`src/rtl/mpu6050_read_seq.sv`:
```
// MPU6050 transaction sequencer.
// Drives the I2C master-config engine: after the power-up delay it writes the
// wake and range registers, then once per sample period reads the 14
// measurement bytes 0x3B..0x48 one transaction at a time and publishes them as
// seven signed 16-bit words with a one-cycle data_valid strobe.
module mpu6050_read_seq #(
  parameter logic [6:0]  DEV_ADDR    = 7'h68,
  parameter int unsigned POWERUP_DLY = 1200000,
  parameter int unsigned SAMPLE_DIV  = 120000,
  parameter int unsigned TIMEOUT     = 24000,
  parameter int unsigned BACKOFF     = 12000
) (
  input  logic               sys_clk_12m,
  input  logic               rst,
  output logic [6:0]         i2c_dev_addr,
  output logic [7:0]         i2c_reg_addr,
  output logic [7:0]         i2c_reg_data,
  output logic [7:0]         i2c_config,
  input  logic               i2c_done,
  input  logic [7:0]         i2c_ack,
  input  logic [7:0]         i2c_read_data,
  output logic signed [15:0] accel_x,
  output logic signed [15:0] accel_y,
  output logic signed [15:0] accel_z,
  output logic signed [15:0] temp_raw,
  output logic signed [15:0] gyro_x,
  output logic signed [15:0] gyro_y,
  output logic signed [15:0] gyro_z,
  output logic               data_valid,
  output logic               init_done,
  output logic               err_pulse,
  output logic [7:0]         err_cnt
);

  // One shared timer covers the power-up delay, the per-transaction timeout
  // and the error back-off, so it must hold the largest of the three.
  localparam int unsigned TMAX = (POWERUP_DLY > TIMEOUT) ?
                                 ((POWERUP_DLY > BACKOFF) ? POWERUP_DLY : BACKOFF) :
                                 ((TIMEOUT > BACKOFF) ? TIMEOUT : BACKOFF);
  localparam int unsigned TW = $clog2(TMAX + 1);
  localparam int unsigned SW = $clog2(SAMPLE_DIV + 1);

  localparam logic [7:0] CFG_WR   = 8'h01;
  localparam logic [7:0] CFG_RD   = 8'h03;
  localparam logic [7:0] CFG_IDLE = 8'h00;
  localparam logic [7:0] RD_BASE  = 8'h3B;
  localparam logic [3:0] LAST_IDX = 4'd13;
  localparam logic [1:0] LAST_STEP = 2'd2;

  typedef enum logic [2:0] {
    PWRUP,
    INIT_REQ,
    INIT_WAIT,
    PERIOD_WAIT,
    RD_REQ,
    RD_WAIT,
    PUBLISH,
    BACKOFF_ST
  } state_t;

  state_t         state;
  logic [1:0]     step;
  logic [3:0]     idx;
  logic [TW-1:0]  tmr;
  logic [SW-1:0]  pcnt;
  logic           init_err;
  logic [7:0]     byte_buf [0:13];

  logic           in_wait;
  logic           xfer_ok;
  logic           xfer_err;
  logic           period_wrap;

  // Register written by each init step: PWR_MGMT_1, GYRO_CONFIG, ACCEL_CONFIG.
  function automatic logic [7:0] init_addr(input logic [1:0] s);
    case (s)
      2'd0:    init_addr = 8'h6B;
      2'd1:    init_addr = 8'h1B;
      default: init_addr = 8'h1C;
    endcase
  endfunction

  // Measurement register for byte index i of a burst.
  function automatic logic [7:0] rd_addr(input logic [3:0] i);
    rd_addr = RD_BASE + {4'h0, i};
  endfunction

  // The sensor sends each word high byte first.
  function automatic logic signed [15:0] pack_word(input logic [7:0] hi,
                                                  input logic [7:0] lo);
    pack_word = signed'({hi, lo});
  endfunction

  // Error counter sticks at its maximum instead of wrapping.
  function automatic logic [7:0] sat_inc(input logic [7:0] v);
    sat_inc = (v == 8'hFF) ? v : v + 8'd1;
  endfunction

  assign i2c_dev_addr = DEV_ADDR;

  // Transaction outcome, only meaningful while waiting on the engine; a done
  // pulse seen in any other state is ignored.
  always_comb begin
    in_wait     = (state == INIT_WAIT) || (state == RD_WAIT);
    xfer_ok     = in_wait && i2c_done && (i2c_ack == 8'h00);
    xfer_err    = in_wait && ((i2c_done && (i2c_ack != 8'h00)) ||
                              (!i2c_done && (tmr == TW'(TIMEOUT - 1))));
    period_wrap = (pcnt == SW'(SAMPLE_DIV - 1));
  end

  // Capture read bytes; the buffer is pure data and needs no reset because a
  // burst is only published after all 14 bytes have been rewritten.
  always_ff @(posedge sys_clk_12m) begin
    if ((state == RD_WAIT) && xfer_ok) begin
      byte_buf[idx] <= i2c_read_data;
    end
  end

  // Sequencer FSM with registered engine controls, samples and status.
  always_ff @(posedge sys_clk_12m or posedge rst) begin
    if (rst) begin
      state        <= PWRUP;
      step         <= 2'd0;
      idx          <= 4'd0;
      tmr          <= '0;
      pcnt         <= '0;
      init_err     <= 1'b0;
      i2c_reg_addr <= 8'h00;
      i2c_reg_data <= 8'h00;
      i2c_config   <= CFG_IDLE;
      accel_x      <= '0;
      accel_y      <= '0;
      accel_z      <= '0;
      temp_raw     <= '0;
      gyro_x       <= '0;
      gyro_y       <= '0;
      gyro_z       <= '0;
      data_valid   <= 1'b0;
      init_done    <= 1'b0;
      err_pulse    <= 1'b0;
      err_cnt      <= 8'h00;
    end else begin
      data_valid <= 1'b0;
      err_pulse  <= 1'b0;

      // Sample period counter free-runs once init is complete, so burst
      // starts stay on a fixed grid regardless of burst length or errors.
      if (init_done) begin
        pcnt <= period_wrap ? '0 : pcnt + 1'b1;
      end

      if (xfer_err) begin
        err_pulse  <= 1'b1;
        err_cnt    <= sat_inc(err_cnt);
        i2c_config <= CFG_IDLE;
        init_err   <= (state == INIT_WAIT);
        tmr        <= '0;
        state      <= BACKOFF_ST;
      end else begin
        case (state)
          PWRUP: begin
            if (tmr == TW'(POWERUP_DLY - 1)) begin
              tmr   <= '0;
              step  <= 2'd0;
              state <= INIT_REQ;
            end else begin
              tmr <= tmr + 1'b1;
            end
          end

          INIT_REQ: begin
            i2c_reg_addr <= init_addr(step);
            i2c_reg_data <= 8'h00;
            i2c_config   <= CFG_WR;
            tmr          <= '0;
            state        <= INIT_WAIT;
          end

          INIT_WAIT: begin
            if (i2c_done) begin
              i2c_config <= CFG_IDLE;
              if (step == LAST_STEP) begin
                init_done <= 1'b1;
                pcnt      <= '0;
                state     <= PERIOD_WAIT;
              end else begin
                step  <= step + 2'd1;
                state <= INIT_REQ;
              end
            end else begin
              tmr <= tmr + 1'b1;
            end
          end

          PERIOD_WAIT: begin
            if (period_wrap) begin
              idx   <= 4'd0;
              state <= RD_REQ;
            end
          end

          RD_REQ: begin
            i2c_reg_addr <= rd_addr(idx);
            i2c_config   <= CFG_RD;
            tmr          <= '0;
            state        <= RD_WAIT;
          end

          RD_WAIT: begin
            if (i2c_done) begin
              i2c_config <= CFG_IDLE;
              if (idx == LAST_IDX) begin
                // Last byte comes straight from the engine so the words and
                // the strobe land one cycle after the final done.
                accel_x    <= pack_word(byte_buf[0],  byte_buf[1]);
                accel_y    <= pack_word(byte_buf[2],  byte_buf[3]);
                accel_z    <= pack_word(byte_buf[4],  byte_buf[5]);
                temp_raw   <= pack_word(byte_buf[6],  byte_buf[7]);
                gyro_x     <= pack_word(byte_buf[8],  byte_buf[9]);
                gyro_y     <= pack_word(byte_buf[10], byte_buf[11]);
                gyro_z     <= pack_word(byte_buf[12], i2c_read_data);
                data_valid <= 1'b1;
                state      <= PUBLISH;
              end else begin
                idx   <= idx + 4'd1;
                state <= RD_REQ;
              end
            end else begin
              tmr <= tmr + 1'b1;
            end
          end

          PUBLISH: begin
            state <= PERIOD_WAIT;
          end

          BACKOFF_ST: begin
            if (tmr == TW'(BACKOFF - 1)) begin
              tmr <= '0;
              if (init_err) begin
                step  <= 2'd0;
                state <= INIT_REQ;
              end else begin
                idx   <= 4'd0;
                state <= RD_REQ;
              end
            end else begin
              tmr <= tmr + 1'b1;
            end
          end

          default: begin
            state <= PWRUP;
          end
        endcase
      end
    end
  end

endmodule

```
`config.mk`:
```
export PLATFORM = sky130hd
export DESIGN_NAME = mpu6050_read_seq
export DESIGN_NICKNAME = d
export VERILOG_FILES = /design/src/rtl/mpu6050_read_seq.sv
export SDC_FILE = /design/constraint.sdc
export NUM_CORES = 1
export LEC_CHECK = 0
export BUFFER_PORTS_ARGS = -buffer_cell sky130_fd_sc_hd__buf_2
export CAP_MARGIN = 20
export CORE_MARGIN = 1.5
export CORE_UTILIZATION = 35
export CTS_BUF_LIST = sky130_fd_sc_hd__clkbuf_2 sky130_fd_sc_hd__clkbuf_4 sky130_fd_sc_hd__clkbuf_8
export CTS_CLUSTER_DIAMETER = 80
export CTS_CLUSTER_SIZE = 12
export DETAILED_ROUTE_END_ITERATION = 12
export PLACE_DENSITY = 0.55
export SYNTH_ARGS = -nofsm -noshare
export SYNTH_HDL_FRONTEND = slang
export SYNTH_SLANG_ARGS = --single-unit
```
`constraint.sdc`:
```
create_clock -name sys_clk_12m -period 7.7 [get_ports sys_clk_12m]
set_input_delay 1.54 -clock sys_clk_12m [delete_from_list [all_inputs] [get_ports sys_clk_12m]]
set_output_delay 1.54 -clock sys_clk_12m [all_outputs]
set_load 0.01 [all_outputs]
```
Word level (Yosys, flattened, before mapping) --
Memories as Yosys holds them, arrays and structs flattened. A register that Yosys moved wholly into a read port is not among the register bits. Cells that the tools add are included.
Word-level totals: input bits 19, bits in writable memories 112, output and inout port bits 154, flip-flop bits (word level) 91, memories 1, logic and storage cells 127
Memory list:
- byte_buf | words 14, width 8, rd ports 13, clocked after memory_dff 13, wr ports 1, RTL line 67 | logic [7:0] byte_buf [0:13];
Operators by class: add/sub/neg operators 6, mux-type cells 45, reductions and logical operators 29, eq/ne operators 31, bitwise operators 2
Operators with widths (number):
- 17-bit two-way mux | 6
- 21-bit two-way mux | 4
- 21-bit case mux with 4 select lines | 1
- 3-bit case mux with 8 select lines | 1
- 8-bit case mux with 3 select lines | 1
- 21-bit by 1-bit adder with 21-bit output, second input constant | 1
- 21-bit by 14-bit equality test with 1-bit output, second input constant | 1
- 21-bit by 15-bit equality test with 1-bit output, second input constant | 1
- 21-bit equality test, second input constant | 1
- 3-bit two-way mux | 7
- 4-bit two-way mux | 5
- 2-bit inequality test, second input constant | 9
- 17-bit by 1-bit adder with 17-bit output, second input constant | 1
- 17-bit equality test, second input constant | 1
- 8-bit two-way mux | 2
- 8-bit case mux with 2 select lines | 1
- 3-bit inequality test, second input constant | 5
- 2-bit two-way mux | 7
- 7-bit case mux with 2 select lines | 1
- 7-bit AND reduction | 2
- 3-bit equality test, second input constant | 4
- 4-bit case mux with 3 select lines | 1
- 8-bit by 1-bit adder with 8-bit output, second input constant | 1
- 8-bit equality test, second input constant | 1
- 28 further kinds | 48

Logic depth before layout (Yosys ltp) --
Gate-level depths: netlist of the first run.
depth after elaboration 7, depth in mapped cells 11, mapped depth without buffers 8

Worst setup path before layout of the first run --
Ideal clock, no wire load.
path kind input to register, from in i2c_ack[1], to reg idx[0], buffers on the path 0, path slack 4.439 ns, arrival 3.137 ns, setup time 0.125 ns, data required time 7.575 ns, stages on the path 6, cell sequence nor4_1 nand2_1 nand3_1 nand4_1 or3_4 mux2_2
Between the ends: longest elaborated chain between the ends 6
Ends and longest elaborated chain:
- start: declaration | RTL line 20 | input logic [7:0] i2c_ack,
- 8-bit nonzero test | RTL line 106 | xfer_err = in_wait && ((i2c_done && (i2c_ack != 8'h00)) ||
- 1-bit logical AND | RTL line 106
- 1-bit logical OR | RTL line 106
- 1-bit logical AND | RTL line 106
- 1-bit NOT (no source line)
- 7-bit AND reduction (no source line)
- end signal: assignment | RTL line 225 | idx <= idx + 4'd1;
- end: declaration | RTL line 63 | logic [3:0] idx;
Every way passes these cells. A chain may end at the register's enable or synchronous reset.

Final worst setup path of the first run --
from in i2c_ack[5], to reg gyro_x[4] (read register of byte_buf)
Between the ends: longest elaborated chain between the ends 6
Ends and longest elaborated chain:
- 8-bit nonzero test | RTL line 106
- 1-bit logical AND | RTL line 106
- 1-bit logical OR | RTL line 106
- 1-bit logical AND | RTL line 106
- 1-bit NOT (no source line)
- 4-bit AND reduction (no source line)
- end: declaration | RTL line 26 | output logic signed [15:0] gyro_x,
Every way passes these cells.

==> impl.org, run 1 <==
** Global route
- Met3 GRT Util :: around 2.5%
- Grt peak-use layer :: met2
- Entering global routing, the biggest net connects 84 pins.
- The via count of the first global-routing pass was 7489.
- Summed over all layers, the global routing overflow is 0.
- Wire length of the first global-routing pass :: just over 40000 um
- For met2 alone, demand over resource in global routing was between 20% and 30%.
- Number of antenna violations at the first check in global routing :: 0
- In the global route stage, met1 resource usage came out at roughly 22%.
- Tot GR Track Use :: between 10% and 20%

** Route
- The detailed router placed approximately 8000 vias in this run.
- Total wire length after detailed routing :: ~26000 um
- Dividing the detail-routed via count by the number of cells gives 4.70.
- The first detailed-routing pass took 5 iterations.
- Average routed wire per standard cell :: 16.0 um
- In this run the remaining antenna-violating nets after routing total 0.
- The detailed router finished its first iteration with around 530 violations.
- After detailed routing, the number of remaining DRC violations is 0.

** Power
- Max rail drop VDD :: 0.0992 mV
- Pwr per Cell Area :: just under 200 nW/um2
- The analysis attributes to cell leakage a power of around 6.4 nW.
- Post-layout power :: around 2.6 mW

** Run
- MaxCap Viol Count :: 0

** Layout
- Most used cells in the layout excluding fill and tap cells :: nand2_1 (389), dfrtp_1 (180), buf_2 (150)
- The finished cells cover around 13000 um2.
- Sequential cell area :: between 7000 and 8000 um2
- Summing all multi-input logic gate instances after layout gives 3590 um2.
- Fillers :: 3286
- Count of inserted antenna diode cells :: 0
- Leaving out fill and tap cells, the most frequent cell in the layout is nand2_1.
- Cells fill 40.5% of the core in the end.
- Layout Nets :: 1224
- From synthesis to final layout, the design area changed by 14.0%.
- The post-route netlist has a little under a fifth of its cells at a drive strength greater than 1.

** CTS
- Buffer count from post-CTS setup fixing :: 0
- Clk Latency, worst-skew pair :: approximately 0.57 ns
- Clock-pin transition on the worst setup and hold timing paths :: around 0.080 ns
- The cell sitting at the root of the clock tree is a clkbuf_8.
- The number of clock buffers added by TritonCTS is 27.
- The tree built by TritonCTS fans out to 284 sinks.
- Total number of H-tree levels :: 1
- In this run, post-CTS hold repair placed 0 buffers.
- Post-CTS repair changed the size of 0 cells.
- Maximum buffer depth of the clock tree :: 3
- TritonCTS built the clock tree.

** Floorplan
- about 170 I/O pins were placed.
- The floorplan has between 60 and 70 rows.
- Die Span X :: about 180 um
- Die area :: between 30000 and 40000 um2
- Chip Height :: 185 um
- The core region is around 33000 um2.
- Initial core utilization :: about 36%

** STA
- Number of endpoints with negative hold slack in the final report :: 0
- The worst path meets setup with around 3.8 ns of slack.
- Max-slew violation count :: 0
- F_max :: 256 MHz
- Final worst-path cycle share :: ~51%
- Worst Skew :: roughly 0.012 ns
- Actual transition at the worst max-transition pin :: 0.904 ns
- Min Tclk post-route :: around 3.9 ns
- RSZ-0062 raised after global routing :: no
- Total of endpoints with negative setup slack in the final report :: 0
- Adding up every negative setup slack in the final design gives 0 ns.
- Slew margin rel. :: between 30% and 40%

** Synth
- Synthesis instantiated 70 different standard cells from the library.
- In this run the biggest area consumer among cell types represents around two fifths of the synthesized area.
- Counting flops with an async set or reset pin after synthesis yields a share of between 60 and 70%.
- Synth top area cells :: dfrtp_1 (39%), edfxtp_1 (27%), nand2_1 (13%), nor2_1 (1.7%), buf_4 (1.4%)
- Share of the yosys chip area belonging to registers :: approximately two thirds
- Syn. warnings :: 0
- Post-synth EDFFs :: roughly 100
- Among all flip-flop cells after synthesis, the most frequent one is dfrtp_1.
- Synthesis inferred ~280 register bits.
- Number of instances in the synthesized netlist :: about 1100
- Post-Synthesis Mean Instance Area :: around 11 um2
- The synthesized netlist occupies a cell area of around 12000 um2.
- Post-synthesis cell type with the largest combined area :: dfrtp_1

** Worst setup path
- The signal on the critical path passes through buf_2 > nor4_1 > a221oi_2 > or3_4 > clkinv_2 > buf_4 > nand2_1 > nand2_1.
- Standard cell with the maximum stage delay on the critical path :: buf_4
- The worst setup path is captured at a flip-flop.
- Reg2Reg Launch Point :: state[1]
- Crit Path Category :: in2reg
- In this design, the stage delay of the slowest critical-path cell is ~0.63 ns.
- Nature of the critical path startpoint :: input port
- Worst setup path startpoint :: i2c_ack[5]
- The number of buffers and inverters on the critical path is 3.
- Of all nets on the critical path, the largest fanout is 57.
- Category of cells accounting for the largest share of critical-path delay :: simple AND/OR/NAND/NOR gates
- Data on the critical path arrives at its endpoint at 4.41 ns.
- Data required time at the worst endpoint :: 8.20 ns
- Most frequent cell on the critical path :: nand2_1

** Hold path
- The worst hold path begins at byte_buf[10][7].
- The tightest min-delay check is of the reg2reg type.

** Placement
- Post-detail-place hpwl :: 17000 um
- Placed cell areas :: 12600 um2
- Routability congestion estimate from global placement :: between 0.7 and 0.8
- Timing analysis after detailed placement gives a worst setup slack of 3.14 ns.
- Quantity of I/O buffers inserted on ports :: 150

** Outcome
- The flow ran to the end, and the final reports show no timing, DRC or antenna violations.
==> final timing paths <==
path                                to  slack, ns  cells after the start
setup / recovery             gyro_x[4]       3.79                      8
hold / removal              gyro_y[15]       0.44                      2
setup reg to reg             gyro_x[4]       3.84                      7
hold reg to reg             gyro_y[15]       0.44                      2
max in group asynchronous  temp_raw[1]       5.34                      3
min in group asynchronous    gyro_z[6]       1.07                      2
==> power breakdown <==
group	internal (mW)	leakage [nW]	total, mW	switching, mW
registers	1.57	3.31	1.57	0
clock network	0.452	0.296	0.954	0.502
logic	0.00444	2.83	0.0436	0.0391
==> per-stage QoR <==
| step | std cells | hold slack (ns) |
|---|---|---|
| after floorplan | 1074 | 0.415 |
| after global placement | 1606 | 0.417 |
| after detailed placement | 1606 | 0.420 |
| after CTS | 1654 | 0.420 |
| after global routing | 1654 | 0.457 |
| final | 1654 | 0.440 |
==> Yosys cell counts, types with 6 or more instances <==
master    number
a21o_1         8
edfxtp_1     104
xnor2_1       14
nor2_1        51
dfrtp_1      180
a22o_1        10
and3_1         8
mux2i_1        6
o21ai_0       24
ha_1          12
nand4_1       18
or3_1          8
xor2_1        12
clkbuf_1      17
inv_1         14
a21oi_1       10
nor3_1         7
nand2_1      389
and2_1        13
nand3_1       21
buf_2         23
buf_4         22
nor2b_1        7
==> cell type report <==
type / instances / share of cell area (%)
tap: 442 / 4.20
sequential: 284 / 57.9
multi-input combinational: 710 / 27.2
inverter: 15 / 0.475
timing repair buffer: 155 / 5.99
clock buffer: 46 / 3.90
clock inverter: 2 / 0.285
==> state kept, by name (all words and copies together), names as in the netlist <==
register      cells
pcnt             17
err_cnt           8
accel_x          16
err_pulse         1
gyro_z           16
idx               4
step              2
init_done         1
gyro_x           16
i2c_config        2
byte_buf        104
accel_y          16
gyro_y           16
temp_raw         16
init_err          1
tmr              21
state             3
accel_z          16
data_valid        1
i2c_reg_addr      7
==> worst reg2reg max path, cell delays in order, from the launching register on <==
cell	delay (ns)
dfrtp_1	0.72
or3b_1	0.56
a221oi_2	0.48
or3_4	0.44
clkinv_2	0.70
buf_4	0.59
nand2_1	0.18
nand2_1	0.06
==> cell families after synthesis <==
group	Yosys count	share of synthesized area, %
AND/OR/NAND/NOR	556	21.0
multiplexers	9	0.812
flip-flops	284	66.0
XOR/XNOR	26	1.97
buffers and inverters	80	3.64
other	2	0.0650
adder cells (fa/ha/maj)	12	1.30
AO/OA/AOI/OAI	85	5.17
==> routing by layer <==
metal / wire [um] / part of all wire (%) / vias to the layer above
met2: 12100 / 46 / 164
met1: 12700 / 48 / 3814
met5: 0 / 0 / -
li1: - / - / 3755
met4: 359 / 1.4 / 0
met3: 1280 / 4.8 / 34
(Power assumes the default switching activity.)
==> inputs of run 2 (changes only) <==
--- a/config.mk
+++ b/config.mk
@@ -5,6 +5,7 @@
 export SDC_FILE = /design/constraint.sdc
 export NUM_CORES = 1
 export LEC_CHECK = 0
+export ABC_AREA = 1
 export BUFFER_PORTS_ARGS = -buffer_cell sky130_fd_sc_hd__buf_2
 export CAP_MARGIN = 20
 export CORE_MARGIN = 1.5
==> constraint.sdc (replaced) <==
create_clock -name sys_clk_12m -period 3.7 [get_ports sys_clk_12m]
set_input_delay 0.74 -clock sys_clk_12m [delete_from_list [all_inputs] [get_ports sys_clk_12m]]
set_output_delay 0.74 -clock sys_clk_12m [all_outputs]
set_load 0.01 [all_outputs]
==> run 2 against run 1 <==
Compared with the run above: clock power is 110% higher; sequential share of layout area down 2.3 points; die area rose by 3.9%; synthesized cell count grew 17%; count of clock-buffer cells in the layout up 3; utilization up 0.30 points; routed wire length grew 6.2%; largest cell class unchanged; setup slack lost 2.9 ns; first-iteration DRC count grew 7.2%; via count up 9.6%; sequential power increased by 110%; register-to-register slack worse by 2.9 ns.
==> impl.org, run 2 <==
** CTS
- The number of hold buffers added after CTS was 0.
- TritonCTS buffer count :: 28
- In this run the clock root is driven by a clkbuf_8.
- Sinks on Clock Net :: 284
- TritonCTS built the clock tree.
- Buffers added to address setup during post-CTS repair amount to 0.
- Total number of H-tree levels :: 1
- The number of gates resized after CTS was 0.
- Clock-pin transition on the worst setup and hold timing paths :: about 0.09 ns
- For the worst-skew pair, the clock arrives at the later sink with an insertion delay of roughly 0.57 ns.
- Counting along the longest clock path gives a buffer depth of 3.

** Route
- Average routed wire per standard cell :: ~15 um
- The detailed router finished its first iteration with around 570 violations.
- The first detailed-routing pass ran for 5 iterations.
- In the routed design, unresolved DRC markers number 0.
- Antenna-violating nets left :: 0
- The routed layout has approximately 8500 vias.
- In the routed layout, each cell is associated on average with a via count of ~4.6.
- Total wire length after detailed routing :: ~28000 um

** STA
- Worst hold slack after final layout :: about 0.11 ns
- Subtracting the final worst setup slack from the clock period gives ~2.8 ns.
- Number of endpoints with negative hold slack in the final report :: 0
- Summed over all failing endpoints, the final setup total negative slack is 0 ns.
- F_max :: 360 MHz
- Setup violations remaining at the end of the flow were counted as 0.
- Worst Skew :: 0.0255 ns
- Setup repair after global routing left no endpoint under its margin.
- Actual transition at the worst max-transition pin :: 0.974 ns
- The worst path uses between 70% and 80% of the clock period.
- In this run the tightest slew margin relative to its limit is roughly a third.
- The max-slew violation total from the final report is 0.

** Synth
- Counting flops with a built-in enable in the synthesized netlist gives around 100.
- The synthesized netlist occupies a cell area of around 12000 um2.
- After Yosys synthesis, full adders, half adders and majority gates account for 1.25% of the synthesized area.
- Share of the yosys chip area belonging to registers :: a little under two thirds
- Post-synthesis share of cell area spent on xor and xnor gates :: 1.53%
- Of the post-synthesis cell area, the part taken by muxes is 0%.
- After synthesis, the cell types taking the most area are dfrtp_1 (38%), edfxtp_1 (26%), nand2_1 (15%), nor2_1 (3.0%), nand3_1 (2.6%).
- Fraction of the mapped netlist area in simple logic gates :: approximately 25%
- Dividing the synthesized area by the synthesized cell count gives approximately 10 um2.
- For this run, asynchronously set or reset flops after synthesis account for 63.4%.
- Area share of the leading cell type in the synthesized netlist :: between 30% and 40%
- Number of instances in the synthesized netlist :: 1230
- Yosys instantiated no cell more often than nand2_1.
- Post-synthesis cell type with the largest combined area :: dfrtp_1
- Synth Area in Compound Gates :: roughly 2.6%
- Among all flip-flop cells after synthesis, the most frequent one is dfrtp_1.
- Syn. warnings :: 0
- After synthesis, the largest family of logic cells by area is simple AND/OR/NAND/NOR gates.
- Counting instances in the post-synthesis netlist gives the leading cell types as nand2_1 (495), dfrtp_1 (180), edfxtp_1 (104).
- Synth unique cells :: 41
- Total of flip-flops plus latches after synthesis :: around 280

** Global route
- The via count of the first global-routing pass came to around 8000.
- The initial antenna violation count is 0.
- Entering global routing, the biggest net connects 92 pins.
- The first global-routing pass estimated between 40000 and 50000 um of wire.
- For this run the aggregate overflow at the end of global routing stands at 0.
- Tot GR Track Use :: approximately 16%

** Layout
- Cells fill between 40% and 50% of the core in the end.
- From synthesis to final layout, the design area changed by 14.2%.
- Share of cells above drive strength 1 :: 18.4%
- More flip-flops sit in one register than any other, and that register is byte_buf.
- Biggest regs :: byte_buf x104, tmr x21, pcnt x17
- Layout Nets :: 1421
- Most common library cell in the layout ignoring fill and taps :: nand2_1
- The register with the most flip-flops in the layout has about 100 of them.
- Count of inserted antenna diode cells :: 0
- Most used cells in the layout excluding fill and tap cells :: nand2_1 (495), dfrtp_1 (180), buf_2 (150)

** Power
- Max rail drop VDD :: about 0.15 mV
- For this design the static power due to leakage is 6.94 nW.
- Post-layout power :: around 5.4 mW
- In this run the power density over the cells is 391 nW/um2.

** Worst setup path
- Nature of the critical path startpoint :: flip-flop
- Data required time at the worst endpoint :: 4.20 ns
- The worst setup path is of the reg2reg kind.
- For the worst setup path, the data arrival time is around 3.3 ns.
- Of all nets on the critical path, the largest fanout is 91.
- Capturing element type of the critical path :: flip-flop

** Placement
- In this run the tool buffered the top-level ports with 150 buffer cells.
- Post-detail-place hpwl :: approximately 18000 um
- Routability congestion estimate from global placement :: roughly 0.86

** Outcome
- The run finished with clean final reports.

** Run
- Max-cap violations in this run came to 0.

** Hold path
- Hold Crit Class :: in2async

** Floorplan
- Number of standard-cell rows in the floorplan :: 67
- After floorplanning, the core was sized to cover 33600 um2.
- Boundary Pins :: 173
- The floorplan step set the die height to around 190 um.
- Initial core utilization :: 35.7%
- The die is approximately 190 um wide.
- Die area :: 35400 um2
==> run 2: worst paths after layout <==
path                                 from           to  slack [ns]  cells after the start
setup / recovery                 state[0]  accel_y[13]        0.92                      8
hold / removal                        rst       tmr[0]        0.11                      2
setup reg to reg                 state[0]  accel_y[13]        0.92                      8
hold reg to reg            byte_buf[8][3]   gyro_x[11]        0.43                      2
max in group asynchronous             rst    gyro_y[0]        2.70                      3
min in group sys_clk_12m   byte_buf[8][3]   gyro_x[11]        0.43                      2
==> run 2: cells by family after synthesis <==
| family | after synthesis |
|---|---|
| other cells | 2 |
| buf+inv | 138 |
| flops | 284 |
| simple gates | 720 |
| xor+xnor | 21 |
| compound gates | 53 |
| fa+ha+maj | 12 |
==> run 2: layout make-up <==
type | instances | area (um2)
multi-input cells | 828 | 3730
clock inverters | 3 | 23.8
clock buffers | 49 | 549
inverters | 80 | 310
flip-flops and latches | 284 | 7630
well taps | 448 | 561
repair buffers | 168 | 911
fillers | 3402 | 19900
==> run 2: where the power goes <==
part | internal [mW] | switching, mW | total [mW]
clock network | 0.935 | 1.07 | 2.01
registers | 3.26 | 0 | 3.26
logic | 0.0124 | 0.0878 | 0.100
total | 4.21 | 1.16 | 5.37
==> run 2: per-stage QoR <==
stage,instances,worst slack [ns],area [um2]
after detailed placement,1808,0.892,13100
after floorplan,1250,0.651,12100
after global placement,1808,0.898,13100
after global routing,1860,0.688,13700
final,1860,0.925,13700
after CTS,1860,0.890,13700
==> run 2: routing by layer <==
metal / wire [um] / global-route usage (%)
met1: 13200 / 22.6
met2: 12800 / 25.0
met3: 1550 / 2.27
met4: 527 / 3.97
met5: 0 / 0
==> run 2: worst max-delay path, stage by stage, from the launching register on <==
cell and delay (ns):
dfrtp_1 0.67, nand2_1 0.14, nand2_1 0.09, nand2_1 0.13
o21a_1 0.31, nand2_4 0.26, buf_4 0.79, nand2_1 0.14
nand2_1 0.11
==> inputs of run 3 (changes only) <==
--- a/config.mk
+++ b/config.mk
@@ -14,7 +14,7 @@
 export CTS_CLUSTER_DIAMETER = 80
 export CTS_CLUSTER_SIZE = 12
 export DETAILED_ROUTE_END_ITERATION = 12
-export PLACE_DENSITY = 0.55
+export PLACE_DENSITY = 0.57
 export SYNTH_ARGS = -nofsm -noshare
 export SYNTH_HDL_FRONTEND = slang
 export SYNTH_SLANG_ARGS = --single-unit
==> constraint.sdc (replaced) <==
create_clock -name sys_clk_12m -period 2.3 [get_ports sys_clk_12m]
set_input_delay 0.46 -clock sys_clk_12m [delete_from_list [all_inputs] [get_ports sys_clk_12m]]
set_output_delay 0.46 -clock sys_clk_12m [all_outputs]
set_load 0.01 [all_outputs]
==> run 3 against run 2 <==
Compared with the run above: critical path depth rose by 5; cell count increased by 1.1%; setup slack worse by 0.67 ns; global-route usage down 0.092 points; non-clock buffer count up 21; fmax up 36%; total power increased by 60%; critical endpoint is now state[1]; largest power group unchanged.
==> impl.org, run 3 (synthesis gave the netlist of run 2 again) <==
** Route
- For this run, design rule violations remaining after detail routing come to 0.
- Average routed wire per standard cell :: 14.7 um
- DR pass1 iterations :: 8
- For this block, the via count after detailed routing is around 8500.
- Antenna-violating nets left :: 0
- Initial drt markers :: 434
- Avg Vias per Cell :: between 4 and 5
- Summed over all layers, the routed wires come to ~28000 um.

** Layout
- The library cell used most frequently in the layout, excluding fill and tap cells, is nand2_1.
- Count of inserted antenna diode cells :: 0
- Counting flops per register, the top entry is byte_buf.
- The largest registers in the layout are byte_buf x104, tmr x21, pcnt x17.
- Measured on the finished design, the core utilization comes to between 40% and 50%.
- The net count of the finished layout is ~1400.
- Share of cells above drive strength 1 :: roughly a fifth
- Relative to the synthesized area, the layout overhead comes to 16.0%.
- Leaving out fill and tap cells, the most frequent cells in the layout are nand2_1 (495), dfrtp_1 (180), buf_2 (150).
- Non-filler instance count after layout :: about 1900
- The register with the most flip-flops in the layout has between 100 and 150 of them.

** Global route
- Tot GR Track Use :: approximately 16%
- The initial antenna violation count is 0.
- Global routing finished with a remaining overflow of 0.
- The via count of the first global-routing pass was approximately 8400.
- Entering global routing, the biggest net connects approximately 110 pins.
- The first global-routing pass estimated roughly 45000 um of wire.

** Run
- The tool flagged a number of max-cap violations equal to 0.

** STA
- Setup violations remaining at the end of the flow were counted as 0.
- Final worst-path cycle share :: 88.7%
- For the finished layout, the period the worst path requires is 2.04 ns.
- The clock arrives with 0.0217 ns of skew.
- In this run the tightest slew margin relative to its limit is 59.6%.
- F_max :: ~490 MHz
- Actual transition at the worst max-transition pin :: roughly 0.6 ns
- Setup TNS :: 0 ns
- Setup repair after global routing left no endpoint under its margin.
- Max-slew violation count :: 0
- On the final layout, the worst hold slack is between 0.3 and 0.4 ns.
- Number of endpoints with negative hold slack in the final report :: 0

** Outcome
- Result of the run :: completed

** Floorplan
- Chip Height :: 188 um
- Die area :: roughly 35000 um2
- Boundary Pins :: around 170
- In this run the core area contains 67 standard-cell rows.
- Initial core utilization :: 35.7%
- From left edge to right edge, the die measures roughly 190 um.
- Core area :: ~34000 um2

** Worst setup path
- Critical Path Fanout Max :: 9
- Nature of the critical path startpoint :: flip-flop
- At the worst endpoint, the required time is 2.74 ns.
- Arrival @ worst endpoint :: 2.48 ns
- Capturing element type of the critical path :: flip-flop
- Reg2Reg Launch Point :: tmr[0]
- The most critical setup path has its startpoint at tmr[0].
- Crit Path Category :: reg2reg

** CTS
- In this run the number of H-tree levels came out at 1.
- TritonCTS clock tree :: built
- The clock passes through at most 3 buffers.
- Clk Latency, worst-skew pair :: 0.57 ns
- Sinks on Clock Net :: between 200 and 300
- Cell chosen for the clock root :: clkbuf_8
- Clock-pin slew was measured on the worst setup and hold paths at 0.08 ns.
- TritonCTS buffer count :: 28

** Placement
- Port buffering added 150 buffers.
- Routability congestion estimate from global placement :: 0.855
- After legalization and detailed placement, the total HPWL measured roughly 19000 um.
- Number of placed instances, taps included :: ~1800

** Power
- IR analysis of the VDD net gives a maximum drop of ~0.27 mV.
- Dividing total power by cell area gives a power density of about 620 nW/um2.
- Total leakage power :: about 7.1 nW

** Hold path
- In this run the most critical hold path is launched from i2c_read_data[7].
- The worst hold path belongs to the class in2reg.
-- run 3: cell types whose count changed in the layout (fill, tap and decap cells not counted), sizes merged --
cell	before	now
clkbuf	49	48
clkinvlp	3	2
dlygate4sd3	0	1
buf	168	188
clkinv	3	5
-- run 3: critical path: stages (launching register included) --
cell     delay [ns]
dfrtp_1        0.41
ha_1           0.22
nand2_1        0.07
inv_1          0.08
nand2_1        0.10
nor2_2         0.22
nand2_2        0.11
nor2_2         0.14
nor2_4         0.08
buf_4          0.17
o21ai_2        0.10
nand2_2        0.09
nand2_1        0.06
nand2_1        0.05
-- run 3: timing repair --
| item | in CTS | in global routing |
|---|---|---|
| hold endpoints to repair | 12 | 0 |
| setup endpoints to repair | 0 | 3 |
| setup buffers | 0 | 0 |
| gates resized for setup | 0 | 2 |
| hold buffers | 1 | 0 |
-- run 3: worst paths after layout --
check / cells past startpoint / to / slack (ns)
max: 13 / state[1] / 0.26
max in group asynchronous: 4 / accel_x[14] / 1.11
min in group asynchronous: 3 / accel_x[10] / 0.51
max reg2reg: 13 / state[1] / 0.26
min reg2reg: 2 / gyro_x[0] / 0.43
min: 3 / gyro_z[7] / 0.33
-- run 3: per-stage QoR --
stage	setup slack, ns	area [um2]	power, mW
after detailed placement	0.148	13300	5.53
after floorplan	-0.469	12100	5.45
after CTS	0.0937	13900	8.73
final	0.259	13900	8.58
after global routing	0.0302	13900	8.94
after global placement	0.155	13300	5.53
-- run 3: power by group --
group / leakage (nW) / switching (mW) / internal, mW / total (mW)
clock network: 0.306 / 1.68 / 1.48 / 3.17
logic: 3.42 / 0.141 / 0.0323 / 0.174
registers: 3.34 / 0 / 5.24 / 5.24
total: 7.07 / 1.83 / 6.76 / 8.58
-- run 3: metal layers --
layer  vias up  routed length [um]  GRT usage [%]
met5         -                   0              0
met4         0                 261           2.89
met3        25                1340           2.78
met2       174               12800           25.5
met1      4074               13200           22.0
li1       4238                   -              -
-- run 3: layout make-up --
cell class	count	area, um2
flip-flops and latches	284	7630
inverters	80	310
clock inverters	4	25.0
repair buffers	189	1130
fillers	3375	19700
multi-input cells	828	3730
well taps	448	561
clock buffers	48	542
